## src/rtl/bus_pkg.sv

```systemverilog
// Shared phase type and slot map for the 16-phase bus scheduler.
// One frame of phases 0..15 spans one 1 us CPU cycle.
package bus_pkg;

  typedef logic [3:0] phase_t;

  localparam phase_t PH_SAMPLE       = 4'd15;
  localparam phase_t PH_SPI_EN_FIRST = 4'd1;
  localparam phase_t PH_SPI_EN_LAST  = 4'd2;
  localparam phase_t PH_SPI_DONE     = 4'd3;
  localparam phase_t PH_VID_EN_FIRST = 4'd5;
  localparam phase_t PH_VID_EN_LAST  = 4'd6;
  localparam phase_t PH_VID_DONE     = 4'd7;
  localparam phase_t PH_CPU_EN_FIRST = 4'd10;
  localparam phase_t PH_CPU_EN_LAST  = 4'd14;
  localparam phase_t PH_PHI2         = 4'd8;

  function automatic logic in_win(
    input phase_t p,
    input phase_t lo,
    input phase_t hi
  );
    return (p >= lo) && (p <= hi);
  endfunction

endpackage

```

## src/rtl/bus_sched_cpu_reset_gen.sv

```systemverilog
// CPU reset sequencer: holds cpu_res_o for whole frames after
// any reset source, releasing only on a frame boundary.
module cpu_reset_gen #(
  parameter int RESET_FRAMES = 8
) (
  input  logic clk16_i,
  input  logic reset_ni,
  input  logic cpu_reset_req_i,
  input  logic wrap,
  output logic cpu_res_o,
  output logic res_next
);

  localparam int CW =
    (RESET_FRAMES < 1) ? 1 : $clog2(RESET_FRAMES + 1);

  typedef logic [CW-1:0] cnt_t;

  localparam cnt_t LOAD = cnt_t'(RESET_FRAMES);

  cnt_t cnt_q;
  cnt_t cnt_d;
  logic part_q;
  logic part_d;

  // A request landing mid-frame marks the remainder of that
  // frame as partial so it is not counted as a reset frame.
  always_comb begin
    cnt_d  = cnt_q;
    part_d = part_q;
    if (cpu_reset_req_i) begin
      cnt_d  = LOAD;
      part_d = !wrap;
    end else if (wrap) begin
      if (part_q)
        part_d = 1'b0;
      else if (cnt_q != '0)
        cnt_d = cnt_q - cnt_t'(1);
    end
    res_next = cpu_reset_req_i || part_d || (cnt_d != '0);
  end

  always_ff @(posedge clk16_i or negedge reset_ni) begin
    if (!reset_ni) begin
      cnt_q     <= LOAD;
      part_q    <= 1'b0;
      cpu_res_o <= 1'b1;
    end else begin
      cnt_q     <= cnt_d;
      part_q    <= part_d;
      cpu_res_o <= res_next;
    end
  end

endmodule

```

## src/rtl/bus_sched.sv

```systemverilog
// Slot-based bus scheduler: 6502 clocking, bus enables and RDY,
// plus frame-granted SPI and video windows on the shared bus.
module bus_sched
  import bus_pkg::*;
#(
  parameter int RESET_FRAMES = 8,
  parameter bit VIDEO_EN     = 1'b1
) (
  input  logic       clk16_i,
  input  logic       reset_ni,
  output logic       clk8_o,
  output logic [3:0] phase_o,
  output logic       cpu_clk_o,
  output logic       cpu_be_o,
  output logic       cpu_ready_o,
  output logic       cpu_res_o,
  output logic       cpu_en_o,
  input  logic       cpu_stop_i,
  input  logic       cpu_reset_req_i,
  input  logic       spi_valid_i,
  output logic       spi_en_o,
  output logic       spi_ready_o,
  input  logic       vid_req_i,
  output logic       vid_en_o,
  output logic       vid_ack_o
);

  phase_t phase_q;
  phase_t ph_d;
  logic   wrap;
  logic   res_next;
  logic   spi_gnt_q;
  logic   vid_gnt_q;
  logic   spi_gnt_d;
  logic   vid_gnt_d;

  assign ph_d    = phase_q + 4'd1;
  assign wrap    = (phase_q == PH_SAMPLE);
  assign phase_o = phase_q;

  // Grants latch on the wrap edge and cover the whole next frame.
  always_comb begin
    spi_gnt_d = spi_gnt_q;
    vid_gnt_d = vid_gnt_q;
    if (wrap) begin
      spi_gnt_d = spi_valid_i;
      vid_gnt_d = vid_req_i && VIDEO_EN;
    end
  end

  cpu_reset_gen #(
    .RESET_FRAMES(RESET_FRAMES)
  ) u_rst (
    .clk16_i        (clk16_i),
    .reset_ni       (reset_ni),
    .cpu_reset_req_i(cpu_reset_req_i),
    .wrap           (wrap),
    .cpu_res_o      (cpu_res_o),
    .res_next       (res_next)
  );

  always_ff @(posedge clk16_i or negedge reset_ni) begin
    if (!reset_ni) begin
      phase_q     <= '0;
      spi_gnt_q   <= 1'b0;
      vid_gnt_q   <= 1'b0;
      clk8_o      <= 1'b0;
      cpu_clk_o   <= 1'b0;
      cpu_be_o    <= 1'b0;
      cpu_ready_o <= 1'b0;
      cpu_en_o    <= 1'b0;
      spi_en_o    <= 1'b0;
      spi_ready_o <= 1'b0;
      vid_en_o    <= 1'b0;
      vid_ack_o   <= 1'b0;
    end else begin
      phase_q   <= ph_d;
      spi_gnt_q <= spi_gnt_d;
      vid_gnt_q <= vid_gnt_d;
      clk8_o    <= !clk8_o;
      cpu_clk_o <= (ph_d >= PH_PHI2);
      cpu_be_o  <= !((ph_d < PH_PHI2) &&
                     (spi_gnt_d || vid_gnt_d));
      // RDY only moves entering PHI2 so it is stable across it.
      if (ph_d == PH_PHI2)
        cpu_ready_o <= !cpu_stop_i;
      cpu_en_o <= in_win(ph_d, PH_CPU_EN_FIRST,
                         PH_CPU_EN_LAST) && !res_next;
      spi_en_o <= spi_gnt_d &&
                  in_win(ph_d, PH_SPI_EN_FIRST,
                         PH_SPI_EN_LAST);
      spi_ready_o <= spi_gnt_d && (ph_d == PH_SPI_DONE);
      vid_en_o <= vid_gnt_d &&
                  in_win(ph_d, PH_VID_EN_FIRST,
                         PH_VID_EN_LAST);
      vid_ack_o <= vid_gnt_d && (ph_d == PH_VID_DONE);
    end
  end

endmodule

```

## config.mk

```make
export PLATFORM = sky130hd
export DESIGN_NAME = bus_sched
export DESIGN_NICKNAME = d
export VERILOG_FILES = /design/src/rtl/bus_pkg.sv /design/src/rtl/bus_sched_cpu_reset_gen.sv /design/src/rtl/bus_sched.sv
export SDC_FILE = /design/constraint.sdc
export NUM_CORES = 1
export LEC_CHECK = 0
export CAP_MARGIN = 0
export CORE_UTILIZATION = 35
export DETAILED_ROUTE_END_ITERATION = 16
export PLACE_DENSITY_LB_ADDON = 0.12
export SLEW_MARGIN = 20
export SYNTH_ARGS = -nofsm -noshare
export SYNTH_HDL_FRONTEND = slang
export SYNTH_SLANG_ARGS = --single-unit
```

## constraint.sdc

```tcl
create_clock -name clk16_i -period 4 [get_ports clk16_i]
set_input_delay 0.8 -clock clk16_i [delete_from_list [all_inputs] [get_ports clk16_i]]
set_output_delay 0.8 -clock clk16_i [all_outputs]
set_load 0.005 [all_outputs]
```

# Word-level counts from Yosys, hierarchy flattened
# Cells that the tools add are included.
[classes]
n_addsub = 2
order_cmp = 8
n_eq_ne = 4
n_mux = 8
n_reduce_logical = 19
[ops]
columns = ["operator", "count"]
rows = [
  ["4-bit two-way mux", 4],
  ["1-bit logical AND", 9],
  ["4-bit == test (second input constant)", 2],
  ["4-bit greater-or-equal comparator (second input constant)", 2],
  ["4-bit nonzero test", 2],
  ["1-bit zero test", 5],
  ["4-bit by 1-bit adder with 4-bit output (second input constant)", 1],
  ["4-bit by 2-bit == test with 1-bit output (second input constant)", 1],
  ["4-bit by 3-bit == test with 1-bit output (second input constant)", 1],
  ["4-bit by 1-bit greater-or-equal comparator with 1-bit output (second input constant)", 1],
  ["4-bit by 3-bit greater-or-equal comparator with 1-bit output (second input constant)", 1],
  ["4-bit by 2-bit <= comparator with 1-bit output (second input constant)", 1],
  ["4-bit by 3-bit <= comparator with 1-bit output (second input constant)", 1],
  ["4-bit <= comparator (second input constant)", 1],
  ["4-bit < comparator (second input constant)", 1],
  ["1-bit two-way mux", 4],
  ["4-bit by 1-bit subtractor with 4-bit output (second input constant)", 1],
  ["1-bit logical OR", 3],
]
[word_totals]
regBits = 21
input_bits = 6
word_cells = 56

# Depth between registers and ports, before layout
[logic_depth]
word_depth = 9
ltp_mapped = 7
depth_no_buf = 6

# Hierarchy
# From an unflattened synthesis, not the netlist that was laid out.
[unflattened]
hier_cells = 92
area_unflattened_um2 = 1007.2
[by_module_without_submodules]
columns = ["mod", "n_inst", "cells_each", "area_per_inst_um2"]
rows = [
  ["bus_sched", 1, 60, 679.4],
  ["cpu_reset_gen", 1, 32, 327.8],
]

# Least setup slack after synthesis
# OpenSTA, ideal clock, no wires.
[synth_timing]
path_kind = "register -> register"
from = "register phase_q[1] (netlist: phase_o[1])"
to = "register vid_ack_o"
setup_time_ns = 0.116
arrival_time_ns = 1.374
t_required_ns = 3.884
slack_ns = 2.510
path_stages_with_launch = 7
synth_period_minus_slack_ns = 1.490
cell_sequence = "dfrtp_1 ha_1 buf_4 nand3_1 mux2_2 nand2_1 nor2_1"
[synth_between]
elab_chain_cells = 3
[synth_rtl]
columns = ["element", "line_no", "text"]
rows = [
  ["start, declared", "bus_sched.sv:28", "phase_t phase_q;"],
  ["start signal, assigned", "bus_sched.sv:77", "phase_q <= ph_d;"],
  ["4-bit == test", "bus_sched.sv:38", "assign wrap = (phase_q == PH_SAMPLE);"],
  ["1-bit two-way mux", "bus_sched.sv:45", "if (wrap) begin"],
  ["named net vid_gnt_d", "bus_sched.sv:35", "logic vid_gnt_d;"],
  ["1-bit logical AND", "bus_sched.sv:96", "vid_ack_o <= vid_gnt_d && (ph_d == PH_VID_DONE);"],
  ["end signal, assigned", "bus_sched.sv:96", ""],
  ["end, declared", "bus_sched.sv:25", "output logic vid_ack_o"],
]
# The timed path passes the listed nets, and every way through them passes these cells.
# A chain may end at the register's enable or synchronous reset.

# Worst setup path in the final report
[layout_timing]
from = "register phase_q[2] (netlist: phase_o[2])"
to = "output port phase_o[2]"
[layout_rtl]
columns = ["element", "line_no", "text"]
rows = [
  ["end, declared", "bus_sched.sv:12", "output logic [3:0] phase_o,"],
]
# No word-level cell between the ends.

==> flow_metrics.env <==
export IMPL_die_h_um=55.2
export IMPL_busiest_layer="met2"
export IMPL_end_kind="output pin"
export IMPL_grt_ovfl_total=0
export IMPL_wirelength_mm=1.64
export IMPL_synth_avg_cell_area_um2=11.2
export IMPL_p_leak_nw=0.552
export IMPL_cp_start_kind="register"
export IMPL_place_congestion=0.755
export IMPL_cpMaxStageDelayCell="clkdlybuf4s50_1"
export IMPL_post_cts_resized=0
export IMPL_min_path_type="reg -> reg"
export IMPL_io_buffers=19
export IMPL_fp_coreArea_um2=2570
export IMPL_grt_usage_pct=13.4
export IMPL_cts_tree="done"
export IMPL_final_setup_skew_ns=0.00570
export IMPL_grt_max_degree=22
export IMPL_drc=0
export IMPL_synthCells=88
export IMPL_layout_min_cycle_time_ns=2.24
export IMPL_ys_seq_area_share_pct=53.4
export IMPL_io_pins=20
export IMPL_cp_slowest_stage_delay_ns=0.57
export IMPL_hold_viol=0
export IMPL_insertion_delay_ns=0.31
export IMPL_mostFrequentLayoutCells="dfrtp_1 (19), clkdlybuf4s50_1 (19), nand2_1 (10)"
export IMPL_dp_hpwl_mm=1.23
export IMPL_status="finished, final reports clean"
export IMPL_via_per_inst=4.76
export IMPL_worst_pin_slew_ns=0.914
export IMPL_post_synth_num_cell_types=36
export IMPL_nets=120
export IMPL_crit_required_ns=3.20
export IMPL_slew_headroom_pct=38.9
export IMPL_antenna_found_initial=0
export IMPL_clock_sinks=21
export IMPL_vias=661
export IMPL_grt_pass1_vias=605
export IMPL_dp_cells=135
export IMPL_rows=18
export IMPL_arrival_ns=1.44
export IMPL_ctsHoldBuffers=0
export IMPL_fin_util_pct=47.9
export IMPL_area_growth_pct=24.1
export IMPL_ys_ff_latch=21
export IMPL_gr_usage_met1_pct=16.9
export IMPL_drv_cap=0
export IMPL_cts_max_path_buffers=2
export IMPL_yosysWarnings=0
export IMPL_layout_drive_gt1_share_pct=18.3
export IMPL_grt_use_met3_pct=6.83
export IMPL_setup_violations=0
export IMPL_path_buf_inv=1
export IMPL_ant_nets=0
export IMPL_fin_hold_ws_ns=0.426
export IMPL_dr_pass1_iters=3
export IMPL_dieArea_um2=3040
export IMPL_cp_max_fo=11
export IMPL_htreeDepth=1
export IMPL_dpl_cell_area_um2=1200
export IMPL_fmax_mhz=446
export IMPL_crit_chain="clkdlybuf4s50_1"
export IMPL_min_period_over_period_pct=56.0
export IMPL_power_density_nw_per_um2=275
export IMPL_finalNonFillerCells=139
export IMPL_irDropWorstVdd_uv=175
export IMPL_yosysTopAreaCell="dfrtp_1"
export IMPL_path_clk_slew_ns=0.12
export IMPL_cts_made_buffers=3
export IMPL_maxSlewViolCount=0
export IMPL_mappedNetlistArea_um2=990
export IMPL_wl_per_cell_um=11.8
export IMPL_criticalPathCategory="reg -> out"
export IMPL_syn_nets=98
export IMPL_critPathTopFamily="buffers and inverters"
export IMPL_chipWidth_um=55.2
export IMPL_post_cts_buffers=0
export IMPL_crit_cells=1
export IMPL_met2_usage_pct=20.1
export IMPL_netlist_area_leader_share_pct=48.0
export IMPL_clk_root_buffer_cell="clkbuf_4"
export IMPL_setup_tns_ns=0
export IMPL_grt_pass1_wl_mm=2.75
export IMPL_hold_depth=1
export IMPL_rsz0062_at_grt="false"
export IMPL_n_antenna_cell=0
export IMPL_start_util_pct=38.5
export IMPL_drt_iter0_markers=8
export IMPL_r2r_cells=5
export IMPL_fin_area_um2=1230
export IMPL_synth_top_cells_by_area="dfrtp_1 (48%), dfstp_2 (5.3%), ha_1 (5.1%)"
==> path summary, 6_finish.rpt <==
kind                                            end                 start  slack, ns
min in group asynchronous      phase_o[1]$_DFF_PN0_              reset_ni       0.99
max                                      phase_o[2]  phase_o[2]$_DFF_PN0_       1.76
min reg2reg                        clk8_o$_DFF_PN0_      clk8_o$_DFF_PN0_       0.43
max reg2reg                u_rst.cnt_q[1]$_DFF_PN0_  phase_o[1]$_DFF_PN0_       2.33
max in group asynchronous      phase_o[3]$_DFF_PN0_              reset_ni       2.45
min                                clk8_o$_DFF_PN0_      clk8_o$_DFF_PN0_       0.43
==> through the flow <==
stage | setup slack [ns] | total power, mW
2_1_floorplan | 2.51 | 0.225
3_3_place_gp | 2.04 | 0.238
3_5_place_dp | 2.04 | 0.238
4_1_cts | 1.74 | 0.346
5_1_grt | 1.66 | 0.358
6_report | 1.76 | 0.338
==> where the power goes <==
part	switching, mW	leakage [nW]	total [mW]	internal, mW
Clock	0.0660	0.0139	0.104	0.0381
Combinational	0.00798	0.273	0.0168	0.00885
Sequential	0.00135	0.265	0.217	0.215
Total	0.0753	0.552	0.338	0.262
==> cells in the mapped netlist, drive strengths merged <==
master / instances
dfrtp: 19
xor2: 2
nand2b: 1
o21a: 2
a21o: 1
a21oi: 3
or2: 1
o221ai: 1
nand3: 4
inv: 10
xnor2: 1
o31ai: 1
nor3: 2
nand4b: 2
nand3b: 1
mux2: 1
nand2: 10
buf: 2
a211oi: 2
or3: 1
mux2i: 2
o21ai: 5
and4b: 1
nor2: 7
ha: 4
dfstp: 2
==> cell families (layout without fill, tap and decap cells) <==
logic type | count (synthesis) | count (layout) | share of synthesized area [%]
AOI/OAI and AO/OA | 15 | 15 | 12.0
and+or+nand+nor | 30 | 30 | 17.3
muxes | 3 | 3 | 3.16
buffers and inverters | 12 | 33 | 5.69
DFF | 21 | 21 | 53.4
xor gates and xnor gates | 3 | 3 | 3.41
adders and majority gates | 4 | 4 | 5.06
==> cell type report <==
class,count,area (um2)
Timing Repair Buffer,19,190
Clock buffer,3,22.5
Fill cell,261,1340
Tap cell,30,37.5
Inverter,10,37.5
Multi-Input combinational cell,55,405
Sequential cell,21,528
Clock inverter,1,7.51
==> per-layer routing <==
metal,part of all wire (%),routed length (um)
met1,49,802
met2,44,729
met3,5.4,89
met4,1.2,19
met5,0,0
(Power assumes the default switching activity.)
